==> src/rtl/multi_candidate_vote_logger_if.sv <==
// Bundle of vote inputs and tally/readout outputs for multi_candidate_vote_logger.
// The tally side drives the outputs; the voting/readout side drives the inputs.
interface multi_candidate_vote_logger_if #(
  parameter int unsigned NUM_CAND = 4,
  parameter int unsigned CNT_W    = 8
);
  localparam int unsigned SEL_W = ($clog2(NUM_CAND) > 1) ? $clog2(NUM_CAND) : 1;
  localparam int unsigned TOT_W = CNT_W + SEL_W;

  logic                      mode;
  logic [NUM_CAND-1:0]       vote_valid;
  logic                      clear;
  logic [SEL_W-1:0]          sel_cand;
  logic [NUM_CAND*CNT_W-1:0] vote_counts;
  logic [TOT_W-1:0]          total_votes;
  logic [CNT_W-1:0]          sel_count;
  logic [SEL_W-1:0]          leader;
  logic [NUM_CAND-1:0]       saturated;
  logic                      vote_accepted;

  modport master (
    output mode, vote_valid, clear, sel_cand,
    input  vote_counts, total_votes, sel_count, leader, saturated, vote_accepted
  );

  modport slave (
    input  mode, vote_valid, clear, sel_cand,
    output vote_counts, total_votes, sel_count, leader, saturated, vote_accepted
  );
endinterface

==> src/rtl/multi_candidate_vote_logger.sv <==
// Per-candidate saturating vote tally with press edge detection, leader tracking,
// synchronous clear in readout mode and a combinational per-candidate readout.
module multi_candidate_vote_logger #(
  parameter int unsigned NUM_CAND = 4,
  parameter int unsigned CNT_W    = 8
) (
  input  logic                         clock,
  input  logic                         reset,
  multi_candidate_vote_logger_if.slave bus
);
  localparam int unsigned SEL_W = ($clog2(NUM_CAND) > 1) ? $clog2(NUM_CAND) : 1;
  localparam int unsigned TOT_W = CNT_W + SEL_W;
  localparam logic [CNT_W-1:0] CntMax = '1;

  typedef enum logic [0:0] {StIdle, StHold} state_e;

  state_e              state_q, state_d;
  logic [CNT_W-1:0]    count_q [NUM_CAND];
  logic [CNT_W-1:0]    count_d [NUM_CAND];
  logic [TOT_W-1:0]    total_q, total_d;
  logic [SEL_W-1:0]    leader_q, leader_d;
  logic [NUM_CAND-1:0] sat_q, sat_d;
  logic                acc_q;

  logic                press_start;
  logic                any_press;
  logic                do_clear;
  logic                inc;
  logic [SEL_W-1:0]    first_idx;
  logic [SEL_W-1:0]    leader_calc;
  logic [CNT_W-1:0]    best_cnt;

  assign any_press = |bus.vote_valid;
  assign do_clear  = bus.mode & bus.clear;

  // Press FSM: state register
  always_ff @(posedge clock or posedge reset) begin
    if (reset) begin
      state_q <= StIdle;
    end else begin
      state_q <= state_d;
    end
  end

  always_comb begin
    state_d = state_q;
    unique case (state_q)
      StIdle: if (any_press)  state_d = StHold;
      StHold: if (!any_press) state_d = StIdle;
      default: state_d = StIdle;
    endcase
  end

  // A vote is only evaluated on the idle-to-hold cycle, whatever the mode.
  always_comb begin
    press_start = (state_q == StIdle) && any_press;
  end

  // Lowest-index pressed candidate wins when several buttons are down.
  always_comb begin
    first_idx = '0;
    for (int i = int'(NUM_CAND) - 1; i >= 0; i--) begin
      if (bus.vote_valid[i]) first_idx = SEL_W'(i);
    end
  end

  assign inc = press_start && !bus.mode && (count_q[first_idx] != CntMax);

  // Strict greater-than keeps ties on the lowest index.
  always_comb begin
    best_cnt    = count_q[0];
    leader_calc = '0;
    for (int i = 1; i < int'(NUM_CAND); i++) begin
      if (count_q[i] > best_cnt) begin
        best_cnt    = count_q[i];
        leader_calc = SEL_W'(i);
      end
    end
  end

  always_comb begin
    for (int i = 0; i < int'(NUM_CAND); i++) count_d[i] = count_q[i];
    total_d  = total_q;
    leader_d = leader_calc;
    if (do_clear) begin
      for (int i = 0; i < int'(NUM_CAND); i++) count_d[i] = '0;
      total_d  = '0;
      leader_d = '0;
    end else if (inc) begin
      count_d[first_idx] = count_q[first_idx] + CNT_W'(1);
      total_d            = total_q + TOT_W'(1);
    end
    for (int i = 0; i < int'(NUM_CAND); i++) sat_d[i] = (count_d[i] == CntMax);
  end

  always_ff @(posedge clock or posedge reset) begin
    if (reset) begin
      for (int i = 0; i < int'(NUM_CAND); i++) count_q[i] <= '0;
      total_q  <= '0;
      leader_q <= '0;
      sat_q    <= '0;
      acc_q    <= 1'b0;
    end else begin
      for (int i = 0; i < int'(NUM_CAND); i++) count_q[i] <= count_d[i];
      total_q  <= total_d;
      leader_q <= leader_d;
      sat_q    <= sat_d;
      acc_q    <= inc;
    end
  end

  always_comb begin
    bus.vote_counts = '0;
    for (int i = 0; i < int'(NUM_CAND); i++) bus.vote_counts[i*CNT_W +: CNT_W] = count_q[i];
  end

  always_comb begin
    bus.sel_count = '0;
    if (bus.mode && (32'(bus.sel_cand) < NUM_CAND)) bus.sel_count = count_q[bus.sel_cand];
  end

  assign bus.total_votes   = total_q;
  assign bus.leader        = leader_q;
  assign bus.saturated     = sat_q;
  assign bus.vote_accepted = acc_q;

endmodule

==> src/flat_wrapper.sv <==
// flat-port wrapper written by rule: the top's interface ports become plain ports
module multi_candidate_vote_logger_flat 
#(
  parameter int unsigned NUM_CAND = 4,
  parameter int unsigned CNT_W    = 8
)
  (clock, reset, bus_mode, bus_vote_valid, bus_clear, bus_sel_cand, bus_vote_counts, bus_total_votes, bus_sel_count, bus_leader, bus_saturated, bus_vote_accepted);
  multi_candidate_vote_logger_if #(.NUM_CAND(NUM_CAND), .CNT_W(CNT_W)) bus_i ();
  input  logic clock;
  input  logic reset;
  input wire logic [$bits(bus_i.mode)-1:0] bus_mode;
  input wire logic [$bits(bus_i.vote_valid)-1:0] bus_vote_valid;
  input wire logic [$bits(bus_i.clear)-1:0] bus_clear;
  input wire logic [$bits(bus_i.sel_cand)-1:0] bus_sel_cand;
  output wire logic [$bits(bus_i.vote_counts)-1:0] bus_vote_counts;
  output wire logic [$bits(bus_i.total_votes)-1:0] bus_total_votes;
  output wire logic [$bits(bus_i.sel_count)-1:0] bus_sel_count;
  output wire logic [$bits(bus_i.leader)-1:0] bus_leader;
  output wire logic [$bits(bus_i.saturated)-1:0] bus_saturated;
  output wire logic [$bits(bus_i.vote_accepted)-1:0] bus_vote_accepted;
  assign bus_i.mode = bus_mode;
  assign bus_i.vote_valid = bus_vote_valid;
  assign bus_i.clear = bus_clear;
  assign bus_i.sel_cand = bus_sel_cand;
  assign bus_vote_counts = bus_i.vote_counts;
  assign bus_total_votes = bus_i.total_votes;
  assign bus_sel_count = bus_i.sel_count;
  assign bus_leader = bus_i.leader;
  assign bus_saturated = bus_i.saturated;
  assign bus_vote_accepted = bus_i.vote_accepted;
  multi_candidate_vote_logger #(.NUM_CAND(NUM_CAND), .CNT_W(CNT_W)) u_core (.clock(clock), .reset(reset), .bus(bus_i));
endmodule
==> config.mk <==
export PLATFORM = sky130hd
export DESIGN_NAME = multi_candidate_vote_logger_flat
export DESIGN_NICKNAME = d
export VERILOG_FILES = /design/src/rtl/multi_candidate_vote_logger_if.sv /design/src/rtl/multi_candidate_vote_logger.sv /design/src/flat_wrapper.sv
export SDC_FILE = /design/constraint.sdc
export NUM_CORES = 1
export LEC_CHECK = 0
export ABC_AREA = 1
export CELL_PAD_IN_SITES_DETAIL_PLACEMENT = 0
export CELL_PAD_IN_SITES_GLOBAL_PLACEMENT = 1
export CORE_MARGIN = 2
export CORE_UTILIZATION = 30
export CTS_CLUSTER_DIAMETER = 80
export DETAILED_ROUTE_END_ITERATION = 6
export HOLD_SLACK_MARGIN = 0.06
export MAX_ROUTING_LAYER = met4
export PLACE_DENSITY = 0.73
export SYNTH_ARGS = -nofsm -noshare
export SYNTH_HDL_FRONTEND = slang
export SYNTH_SLANG_ARGS = --single-unit
==> constraint.sdc <==
create_clock -name clock -period 4.2 [get_ports clock]
set_input_delay 0.84 -clock clock [delete_from_list [all_inputs] [get_ports clock]]
set_output_delay 0.84 -clock clock [all_outputs]
set_load 0.02 [all_outputs]
==> results of run 1 <==
-- layer usage --
layer / vias up / GRT usage, %
met2: 147 / 32.3
met4: 0 / 6.25
met5: - / -
met1: 2056 / 28.3
li1: 2169 / -
met3: 22 / 4.07
-- power breakdown --
group	switching, uW	internal (uW)	total (uW)
Combinational	479	294	773
Clock	192	237	429
Sequential	18.0	502	520
-- cells in the final DEF (no fill, tap or decap) --
master,synthesis,final
sky130_fd_sc_hd__and3_1,1,1
sky130_fd_sc_hd__o21a_1,1,1
sky130_fd_sc_hd__nor2_4,8,8
sky130_fd_sc_hd__nand3_1,81,81
sky130_fd_sc_hd__o21ai_0,54,48
sky130_fd_sc_hd__nor2_2,8,10
sky130_fd_sc_hd__o221ai_1,1,1
sky130_fd_sc_hd__o21ai_2,1,2
sky130_fd_sc_hd__mux2i_1,1,1
sky130_fd_sc_hd__inv_1,97,95
sky130_fd_sc_hd__clkinv_2,0,1
sky130_fd_sc_hd__dfrtp_1,50,50
sky130_fd_sc_hd__clkinv_1,4,4
sky130_fd_sc_hd__a21oi_1,45,45
sky130_fd_sc_hd__nand3_2,14,14
sky130_fd_sc_hd__nor3_1,2,2
sky130_fd_sc_hd__o21ai_4,2,2
sky130_fd_sc_hd__nor2_1,35,33
sky130_fd_sc_hd__inv_2,3,5
sky130_fd_sc_hd__o21bai_1,2,2
sky130_fd_sc_hd__buf_4,1,31
sky130_fd_sc_hd__nand2_1,134,133
sky130_fd_sc_hd__nand4_1,10,10
sky130_fd_sc_hd__nand3b_2,1,1
sky130_fd_sc_hd__clkbuf_1,6,1
sky130_fd_sc_hd__buf_12,0,1
sky130_fd_sc_hd__clkbuf_8,0,1
sky130_fd_sc_hd__nand2_4,3,4
sky130_fd_sc_hd__clkbuf_16,0,5
sky130_fd_sc_hd__nand2_2,4,5
sky130_fd_sc_hd__ha_1,26,26
sky130_fd_sc_hd__o211ai_1,2,2
sky130_fd_sc_hd__nor2_8,1,1
sky130_fd_sc_hd__nor3b_1,1,1
sky130_fd_sc_hd__clkdlybuf4s50_1,0,66
sky130_fd_sc_hd__o21ai_1,1,6
-- worst max-delay path, stage by stage, from the launching register on --
cell	delay, ns
sky130_fd_sc_hd__dfrtp_1	0.37
sky130_fd_sc_hd__inv_1	0.10
sky130_fd_sc_hd__ha_1	0.31
sky130_fd_sc_hd__nand2_1	0.08
sky130_fd_sc_hd__nor2_2	0.13
sky130_fd_sc_hd__nand2_1	0.07
sky130_fd_sc_hd__o211ai_1	0.15
sky130_fd_sc_hd__buf_4	0.18
sky130_fd_sc_hd__nand2_4	0.08
sky130_fd_sc_hd__nand2_1	0.07
sky130_fd_sc_hd__o21ai_0	0.11
sky130_fd_sc_hd__ha_1	0.32
sky130_fd_sc_hd__nand2_1	0.09
sky130_fd_sc_hd__nor2_2	0.14
sky130_fd_sc_hd__nand2_1	0.07
sky130_fd_sc_hd__o211ai_1	0.09
sky130_fd_sc_hd__o21ai_1	0.11
sky130_fd_sc_hd__buf_4	0.17
sky130_fd_sc_hd__o21ai_0	0.18
sky130_fd_sc_hd__ha_1	0.28
sky130_fd_sc_hd__a21oi_1	0.15
sky130_fd_sc_hd__o21a_1	0.13
sky130_fd_sc_hd__o221ai_1	0.09
sky130_fd_sc_hd__o21ai_1	0.12
sky130_fd_sc_hd__a21oi_1	0.09
-- metrics by stage --
step           setup slack [ns]  cell area, sq um  utilization [%]  hold slack (ns)
2_1_floorplan             0.170              4180                -            0.624
3_3_place_gp              0.258              5160             37.6            0.537
3_5_place_dp              0.217              5160             37.6            0.556
4_1_cts                   0.150              5310             38.7            0.574
5_1_grt                  0.0494              5370             39.1            0.604
6_report                  0.391              5370             39.1            0.568
-- flip-flops by register name, summed over array words and instances, names as in the netlist --
register                  cells
u_core.bus.vote_accepted      1
u_core.bus.saturated          4
u_core.bus.leader             2
u_core.state_q                1
u_core.bus.vote_counts       32
u_core.bus.total_votes       10
-- what timing repair did --
action                                  in CTS  in global routing
endpoints found under the setup margin       0                  2
buffers inserted                             0                  5
gates resized for setup                      0                 12
-- cell type report --
cell class | count | area [sq um] | share of cell area, %
inverter | 104 | 390 | 7.27
multi-input combinational | 440 | 2440 | 45.5
timing repair buffer | 98 | 913 | 17.0
sequential | 50 | 1250 | 23.3
clock inverter | 1 | 5.00 | 0.0932
tap | 180 | 225 | 4.19
clock buffer | 7 | 143 | 2.66
-- cell families (layout without fill, tap and decap cells) --
kind of cell / count (synthesis) / in the layout
and+or+nand+nor: 303 / 304
buffers and inverters: 121 / 210
AOI/OAI and AO/OA: 109 / 109
DFF: 50 / 50
adders and majority gates: 26 / 26
muxes: 1 / 1
-- worst min path at each step --
| stage | start | to | slack (ns) | cells after the start |
|---|---|---|---|---|
| floorplan | u_core.bus.total_votes[6] | u_core.bus.total_votes[6] | 0.62 | 2 |
| global placement | u_core.bus.total_votes[6] | u_core.bus.total_votes[6] | 0.54 | 2 |
| detailed placement | u_core.bus.total_votes[8] | u_core.bus.total_votes[8] | 0.56 | 2 |
| CTS | u_core.bus.total_votes[2] | u_core.bus.total_votes[2] | 0.57 | 2 |
| global route | u_core.bus.total_votes[6] | u_core.bus.total_votes[6] | 0.60 | 2 |
| finish | u_core.bus.total_votes[8] | u_core.bus.total_votes[8] | 0.57 | 2 |
==> impl_summary.log, run 1 <==
[metrics] clock tree sinks: 50
[metrics] count of pins on the block boundary: 67
[metrics] post-synthesis share of cell area spent on and, or, nand and nor gates: 35.8%
[metrics] startpoint of the most critical register-to-register path: u_core.bus.vote_counts[7]
[metrics] DR top layer: met4
[metrics] cell type with the largest total area after synthesis: sky130_fd_sc_hd__dfrtp_1
[metrics] portion of netlist area occupied by mux cells: 0.240%
[metrics] VDD IR max: 0.146 mV
[metrics] placed instance count: about 870
[metrics] Crit. Startpoint: u_core.bus.vote_counts[7]
[metrics] number of global-route vias before repair: 4,276
[metrics] met1 layer wirelength in the final routing: between 6 and 7 mm
[metrics] most frequent cell after synthesis: sky130_fd_sc_hd__nand2_1
[metrics] timing endpoint of the critical path: u_core.bus.leader[1]
[metrics] router iterations before antenna repair: 5
[metrics] worst reg2reg path depth: 24
[metrics] initial core utilization: 30.4%
[metrics] RR Endpoint: u_core.bus.leader[1]
[metrics] total power: 1720 uW
[metrics] status: completed
[metrics] flip-flop and latch count after synthesis: 50
[metrics] first-pass GRT wire length: approximately 23 mm
[metrics] detailed route wirelength on metal2: roughly 6.6 mm
[metrics] combinational family with the most area after synthesis: simple AND/OR/NAND/NOR gates
[metrics] maximum fanout along the worst path: 8
[metrics] level count of the clock H-tree: 2
[metrics] Routability Congestion: 0.953
[metrics] final worst path period share: 90.7%
[metrics] maximum number of pins on one net before global-route repair: 37
[metrics] number of antenna violations at the first check in global routing: 0
[metrics] unique cell type count in the Yosys netlist: 34
[metrics] total power divided by cell area: approximately 320 mW/mm^2
[metrics] total wirelength of the detailed-routed design: between 10 and 15 mm
[metrics] Data arrival, critical path: 3.99 ns
[metrics] synthesized instance count: 610
[metrics] netlist area before placement: 0.00418 sq mm
[metrics] CP Data Required Time: 4.38 ns
[metrics] setup repair after global routing missed its margin: false
[metrics] EDFF count, synth: 0
[metrics] number of buffers inserted for hold repair after clock tree synthesis: 0
[metrics] most area-consuming cells after synthesis: sky130_fd_sc_hd__dfrtp_1 30%, sky130_fd_sc_hd__nand2_1 12%, sky130_fd_sc_hd__nand3_1 9.7%
[metrics] post-synthesis adder-cell area fraction: under 10%
[metrics] clock latency at the later pin of the worst-skew pair: 0.30 ns
[metrics] area share of xor/xnor cells in the synthesized design: 0%
[metrics] total gr overflow: 0
[metrics] Hold Crit Class: flop to flop
[metrics] kind of capture point of the worst setup path: flop
[metrics] Fin Setup TNS: 0 ns
[metrics] Syn. warnings: 0
[metrics] number of CTS-inserted buffers: 5
[metrics] Final ANT Viol Nets: 0
[metrics] Worst-path clk slew: 0.07 ns
[metrics] most used flip-flop cell after synthesis: sky130_fd_sc_hd__dfrtp_1
[metrics] leading post-synthesis cells by instance count: 134 x sky130_fd_sc_hd__nand2_1, 97 x sky130_fd_sc_hd__inv_1, 81 x sky130_fd_sc_hd__nand3_1
[metrics] share of cells above drive strength 1: 13.0%
[metrics] number of endpoints failing setup at the final stage: 0
[metrics] minimum period implied by the final worst setup slack: 3.81 ns
[metrics] relative slew slack: around two fifths
[metrics] Reg2Reg Setup Slack: 0.39 ns
[metrics] worst clock skew: 0.00300 ns
[metrics] compound-gate portion of the synthesized area: ~14%
[metrics] detail-routed via count per cell: 4.99
[metrics] Post-DP HPWL: about 12 mm
[metrics] clock root buffer master: sky130_fd_sc_hd__clkbuf_16
[metrics] measured slew at the worst slew-check pin: 0.909 ns
[metrics] die width: 122 um
[metrics] TritonCTS clock tree: yes
[metrics] area of the placeable core: 0.0137 sq mm
[metrics] number of nets produced by synthesis: 646
[metrics] sequential area share after synthesis: approximately 30%
[metrics] die area: about 0.015 sq mm
[metrics] share of synthesized registers carrying an async set or reset: between 90% and 100%
[metrics] vias post-DR: between 4k and 5k
[metrics] die boundary height: roughly 120 um
[metrics] count of nets after finishing: 735
[metrics] Filler Cells Inserted: 1,451
[metrics] count of standard-cell rows: 43
[metrics] Fmax: ~0.26 GHz
[metrics] drt first-iter violations: between 300 and 400
[metrics] layout overhead on the synthesized area: 28.6%
[metrics] non-filler cells in the finished layout: 880
[metrics] metal3 WL: 899 um
[metrics] startpoint class of the critical path: flop
[metrics] DRC violations left: 0
[metrics] mean instance size in the synthesized netlist: 6.84 sq um
[metrics] type of the setup path with the least slack: flop to flop
[metrics] share of Yosys cell area claimed by the top area cell type: 30.0%
[metrics] overall global routing resource usage: 21.1%
[metrics] static leakage: 0.00274 uW
[metrics] antenna diode instance count: 0
[metrics] Max-Cap Viols: 0
[metrics] routed length per instance: approximately 17 um
[metrics] total count of max-transition violations in the final report: 0
[metrics] clk buf depth: 2
[metrics] number of failing hold endpoints at the final stage: 0
[metrics] Port Buf Inserts: between 60 and 70
Power figures use the tool's default switching activity.
==> run 2, diff against run 1 <==
--- a/config.mk
+++ b/config.mk
@@ -8,6 +8,7 @@
 export ABC_AREA = 1
 export CELL_PAD_IN_SITES_DETAIL_PLACEMENT = 0
 export CELL_PAD_IN_SITES_GLOBAL_PLACEMENT = 1
+export CORE_ASPECT_RATIO = 1.4
 export CORE_MARGIN = 2
 export CORE_UTILIZATION = 30
 export CTS_CLUSTER_DIAMETER = 80
@@ -15,6 +16,7 @@
 export HOLD_SLACK_MARGIN = 0.06
 export MAX_ROUTING_LAYER = met4
 export PLACE_DENSITY = 0.73
+export SKIP_LAST_GASP = 1
 export SYNTH_ARGS = -nofsm -noshare
 export SYNTH_HDL_FRONTEND = slang
 export SYNTH_SLANG_ARGS = --single-unit
==> run 2 against run 1 <==
Net effect:
- critical path type unchanged
- sequential cell count unchanged
- via count is 2.5% higher
- non-clock buffer count down 2
- utilization shrank 0.26 points
- first-iteration DRC count down 0.82%
- sequential share of layout area is essentially flat
- largest power group unchanged
- clock power is 16% higher
- power rose by 5.3%
- largest cell class unchanged
- final area down 0.21%
- cell count rose by 0.34%
- combinational power rose by 3.0%
- hold slack got worse by 0.021 ns
==> impl_summary.log, run 2 (synthesized netlist as in run 1, its figures left out) <==
[metrics] fin worst setup slack: 0.313 ns (was 0.391 ns)
[metrics] static leakage: 0.00272 uW (was 0.00274 uW)
[metrics] startpoint class of the critical path: flop (unchanged)
[metrics] total count of max-transition violations in the final report: 0 (unchanged)
[metrics] number of buffers inserted for hold repair after clock tree synthesis: 0 (unchanged)
[metrics] kind of capture point of the worst setup path: flop (unchanged)
[metrics] final worst path period share: 92.6% (was 90.7%)
[metrics] clock tree sinks: 50 (unchanged)
[metrics] router iterations before antenna repair: 5 (unchanged)
[metrics] Routability Congestion: 0.946 (was 0.953)
[metrics] count of nets after finishing: 733 (was 735)
[metrics] number of endpoints failing setup at the final stage: 0 (unchanged)
[metrics] die boundary height: 144 um (was 122 um)
[metrics] clock root buffer master: sky130_fd_sc_hd__clkbuf_16 (unchanged)
[metrics] overall global routing resource usage: 21.9% (was 21.1%)
[metrics] vias post-DR: 4,503 (was 4,394)
[metrics] Max-Cap Viols: 0 (unchanged)
[metrics] type of the setup path with the least slack: flop to flop (unchanged)
[metrics] startpoint of the most critical register-to-register path: u_core.bus.vote_counts[2] (was u_core.bus.vote_counts[7])
[metrics] register area: 0.00125 sq mm (unchanged)
[metrics] delay of the slowest cell on the worst path: 0.35 ns (was 0.37 ns)
[metrics] total power: 1810 uW (was 1720 uW)
[metrics] die area: 0.0149 sq mm (about the same)
[metrics] Port Buf Inserts: 66 (unchanged)
[metrics] drt first-iter violations: 364 (was 367)
[metrics] maximum fanout along the worst path: 9 (was 8)
[metrics] initial core utilization: 30.3% (was 30.4%)
[metrics] worst-case hold path end point: u_core.bus.total_votes[6] (was u_core.bus.total_votes[8])
[metrics] number of failing hold endpoints at the final stage: 0 (unchanged)
[metrics] clock latency at the later pin of the worst-skew pair: 0.31 ns (was 0.30 ns)
[metrics] Data arrival, critical path: 4.06 ns (was 3.99 ns)
[metrics] area of the placeable core: 0.0138 sq mm (was 0.0137 sq mm)
[metrics] count of pins on the block boundary: 67 (unchanged)
[metrics] number of global-route vias before repair: 4,593 (was 4,276)
[metrics] combined area of the multi-input logic cells: 0.00243 sq mm (was 0.00244 sq mm)
[metrics] DRC violations left: 0 (unchanged)
[metrics] CP Data Required Time: 4.38 ns (about the same)
[metrics] RR Endpoint: u_core.bus.leader[1] (unchanged)
[metrics] clk buf depth: 2 (unchanged)
[metrics] Post-DP HPWL: 12.2 mm (was 11.7 mm)
[metrics] total power divided by cell area: 338 mW/mm^2 (was 321 mW/mm^2)
[metrics] Final ANT Viol Nets: 0 (unchanged)
[metrics] TritonCTS clock tree: yes (unchanged)
[metrics] worst reg2reg path depth: 25 (was 24)
[metrics] Top delay family on crit path: compound AO/OA/AOI/OAI gates (unchanged)
[metrics] setup repair after global routing missed its margin: false (unchanged)
[metrics] relative slew slack: 58.1% (was 39.3%)
[metrics] Worst-path clk slew: 0.08 ns (was 0.07 ns)
[metrics] routed length per instance: 17.6 um (was 16.7 um)
[metrics] level count of the clock H-tree: 2 (unchanged)
[metrics] post-place setup slack: -0.0110 ns (was 0.217 ns)
[metrics] first-pass GRT wire length: 24.5 mm (was 23.1 mm)
[metrics] total gr overflow: 0 (unchanged)
[metrics] Fin Setup TNS: 0 ns (unchanged)
[metrics] minimum period implied by the final worst setup slack: 3.89 ns (was 3.81 ns)
[metrics] antenna diode instance count: 0 (unchanged)
[metrics] layout overhead on the synthesized area: 28.3% (was 28.6%)
[metrics] buffers and inverters on the worst path: 3 (unchanged)
[metrics] hold path cells: 2 (unchanged)
[metrics] leading cell type in the layout, fill and taps excluded: sky130_fd_sc_hd__nand2_1 (unchanged)
[metrics] Fmax: 0.257 GHz (was 0.263 GHz)
[metrics] share of cells above drive strength 1: 12.9% (was 13.0%)
[metrics] number of antenna violations at the first check in global routing: 0 (unchanged)
[metrics] slowest CP cell: sky130_fd_sc_hd__dfrtp_1 (unchanged)
[metrics] critical path's most frequent cell: sky130_fd_sc_hd__nand2_1 (unchanged)
[metrics] Post-Route Utilization: 38.9% (was 39.1%)
[metrics] count of standard-cell rows: 51 (was 43)
[metrics] worst clock skew: 0.0120 ns (was 0.00300 ns)
[metrics] Reg2Reg Setup Slack: 0.31 ns (was 0.39 ns)
[metrics] total wirelength of the detailed-routed design: 15.6 mm (was 14.7 mm)
[metrics] die width: 104 um (was 122 um)
[metrics] placed instance count: 869 (was 866)
[metrics] min-delay src: u_core.bus.total_votes[6] (was u_core.bus.total_votes[8])
[metrics] highest-count cells in the layout ignoring fill and taps: 133 x sky130_fd_sc_hd__nand2_1, 93 x sky130_fd_sc_hd__inv_1, 81 x sky130_fd_sc_hd__nand3_1 (was 133 x sky130_fd_sc_hd__nand2_1, 95 x sky130_fd_sc_hd__inv_1, 81 x sky130_fd_sc_hd__nand3_1)
[metrics] non-filler cells in the finished layout: 883 (was 880)
[metrics] measured slew at the worst slew-check pin: 0.626 ns (was 0.909 ns)
[metrics] number of CTS-inserted buffers: 5 (unchanged)
[metrics] maximum number of pins on one net before global-route repair: 29 (was 37)
[metrics] VDD IR max: 0.155 mV (was 0.146 mV)
[metrics] max reg flops: 32 (unchanged)
[metrics] status: completed (unchanged)
[metrics] detail-routed via count per cell: 5.10 (was 4.99)
[metrics] Filler Cells Inserted: 1,525 (was 1,451)
[metrics] Hold Crit Class: flop to flop (unchanged)
-- run 2: changes by cell type in the layout (fill, tap and decap cells not counted), moves of 2 or more --
cell                      change
sky130_fd_sc_hd__inv_1        -2
sky130_fd_sc_hd__o21ai_0      -4
sky130_fd_sc_hd__inv_2        +2
sky130_fd_sc_hd__o21ai_1      +5
-- run 2: worst max-delay path by stage --
| stage | from | to | slack (ns) | cells after the start |
|---|---|---|---|---|
| after floorplan | u_core.bus.vote_counts[1] | u_core.bus.leader[0] | 0.17 | 22 |
| after global placement | u_core.bus.vote_counts[3] | u_core.bus.leader[1] | 0.06 | 25 |
| after detailed placement | u_core.bus.vote_counts[3] | u_core.bus.leader[0] | -0.01 | 25 |
| after CTS | u_core.bus.vote_counts[3] | u_core.bus.leader[0] | 0.11 | 25 |
| after global routing | u_core.bus.vote_counts[2] | u_core.bus.leader[0] | 0.01 | 26 |
| final | u_core.bus.vote_counts[2] | u_core.bus.leader[1] | 0.31 | 25 |
-- run 2: final cells by class --
cell class	instances	share of cell area, %
clock buffer	5	2.33
multi-input combinational	440	45.4
clock inverter	3	0.817
tap	185	4.32
inverter	104	7.28
timing repair buffer	96	16.5
sequential	50	23.3
-- run 2: through the flow --
stage,cell area (sq um),hold slack [ns]
CTS,5310,0.554
detailed placement,5140,0.539
floorplan,4180,0.624
global placement,5140,0.532
finish,5360,0.548
global route,5360,0.592
-- run 2: per-layer routing --
| metal | GRT usage, % | vias to the layer above | routed length (um) |
|---|---|---|---|
| met5 | - | - | 0 |
| met4 | 11.5 | 0 | 786 |
| met3 | 3.08 | 47 | 741 |
| met2 | 37.1 | 154 | 7720 |
| met1 | 25.4 | 2138 | 6340 |
| li1 | - | 2164 | - |
-- run 2: where the power goes --
group	internal, uW	leakage (uW)	total (uW)	switching (uW)
combinational	302	0.00195	796	494
sequential	501	0.000686	519	17.5
clock	283	0.0000842	497	214
total	1090	0.00272	1810	725
-- run 2: worst reg2reg max path: stages (launching register included) --
cell and delay, ns:
sky130_fd_sc_hd__dfrtp_1 0.35, sky130_fd_sc_hd__inv_1 0.12, sky130_fd_sc_hd__ha_1 0.31, sky130_fd_sc_hd__nand2_1 0.08, sky130_fd_sc_hd__o21ai_1 0.15, sky130_fd_sc_hd__nand2_1 0.07
sky130_fd_sc_hd__o211ai_1 0.17, sky130_fd_sc_hd__nand2_2 0.20, sky130_fd_sc_hd__nand2_1 0.11, sky130_fd_sc_hd__o21ai_0 0.07, sky130_fd_sc_hd__buf_4 0.15, sky130_fd_sc_hd__ha_1 0.26
sky130_fd_sc_hd__nand2_1 0.07, sky130_fd_sc_hd__nor2_2 0.12, sky130_fd_sc_hd__nand2_1 0.06, sky130_fd_sc_hd__o211ai_1 0.08, sky130_fd_sc_hd__o21ai_1 0.12, sky130_fd_sc_hd__buf_4 0.18
sky130_fd_sc_hd__nand2_1 0.06, sky130_fd_sc_hd__o21ai_0 0.08, sky130_fd_sc_hd__ha_1 0.32, sky130_fd_sc_hd__a21oi_1 0.17, sky130_fd_sc_hd__o21a_1 0.15, sky130_fd_sc_hd__o221ai_1 0.11
sky130_fd_sc_hd__o21ai_1 0.12, sky130_fd_sc_hd__a21oi_1 0.09
-- run 2: what timing repair did --
| action | 4_1_cts | 5_1_grt |
|---|---|---|
| pin swaps | 0 | 7 |
| gates resized for setup | 1 | 15 |
| gates cloned | 0 | 1 |
| setup buffers | 0 | 5 |
| setup endpoints to repair | 2 | 2 |
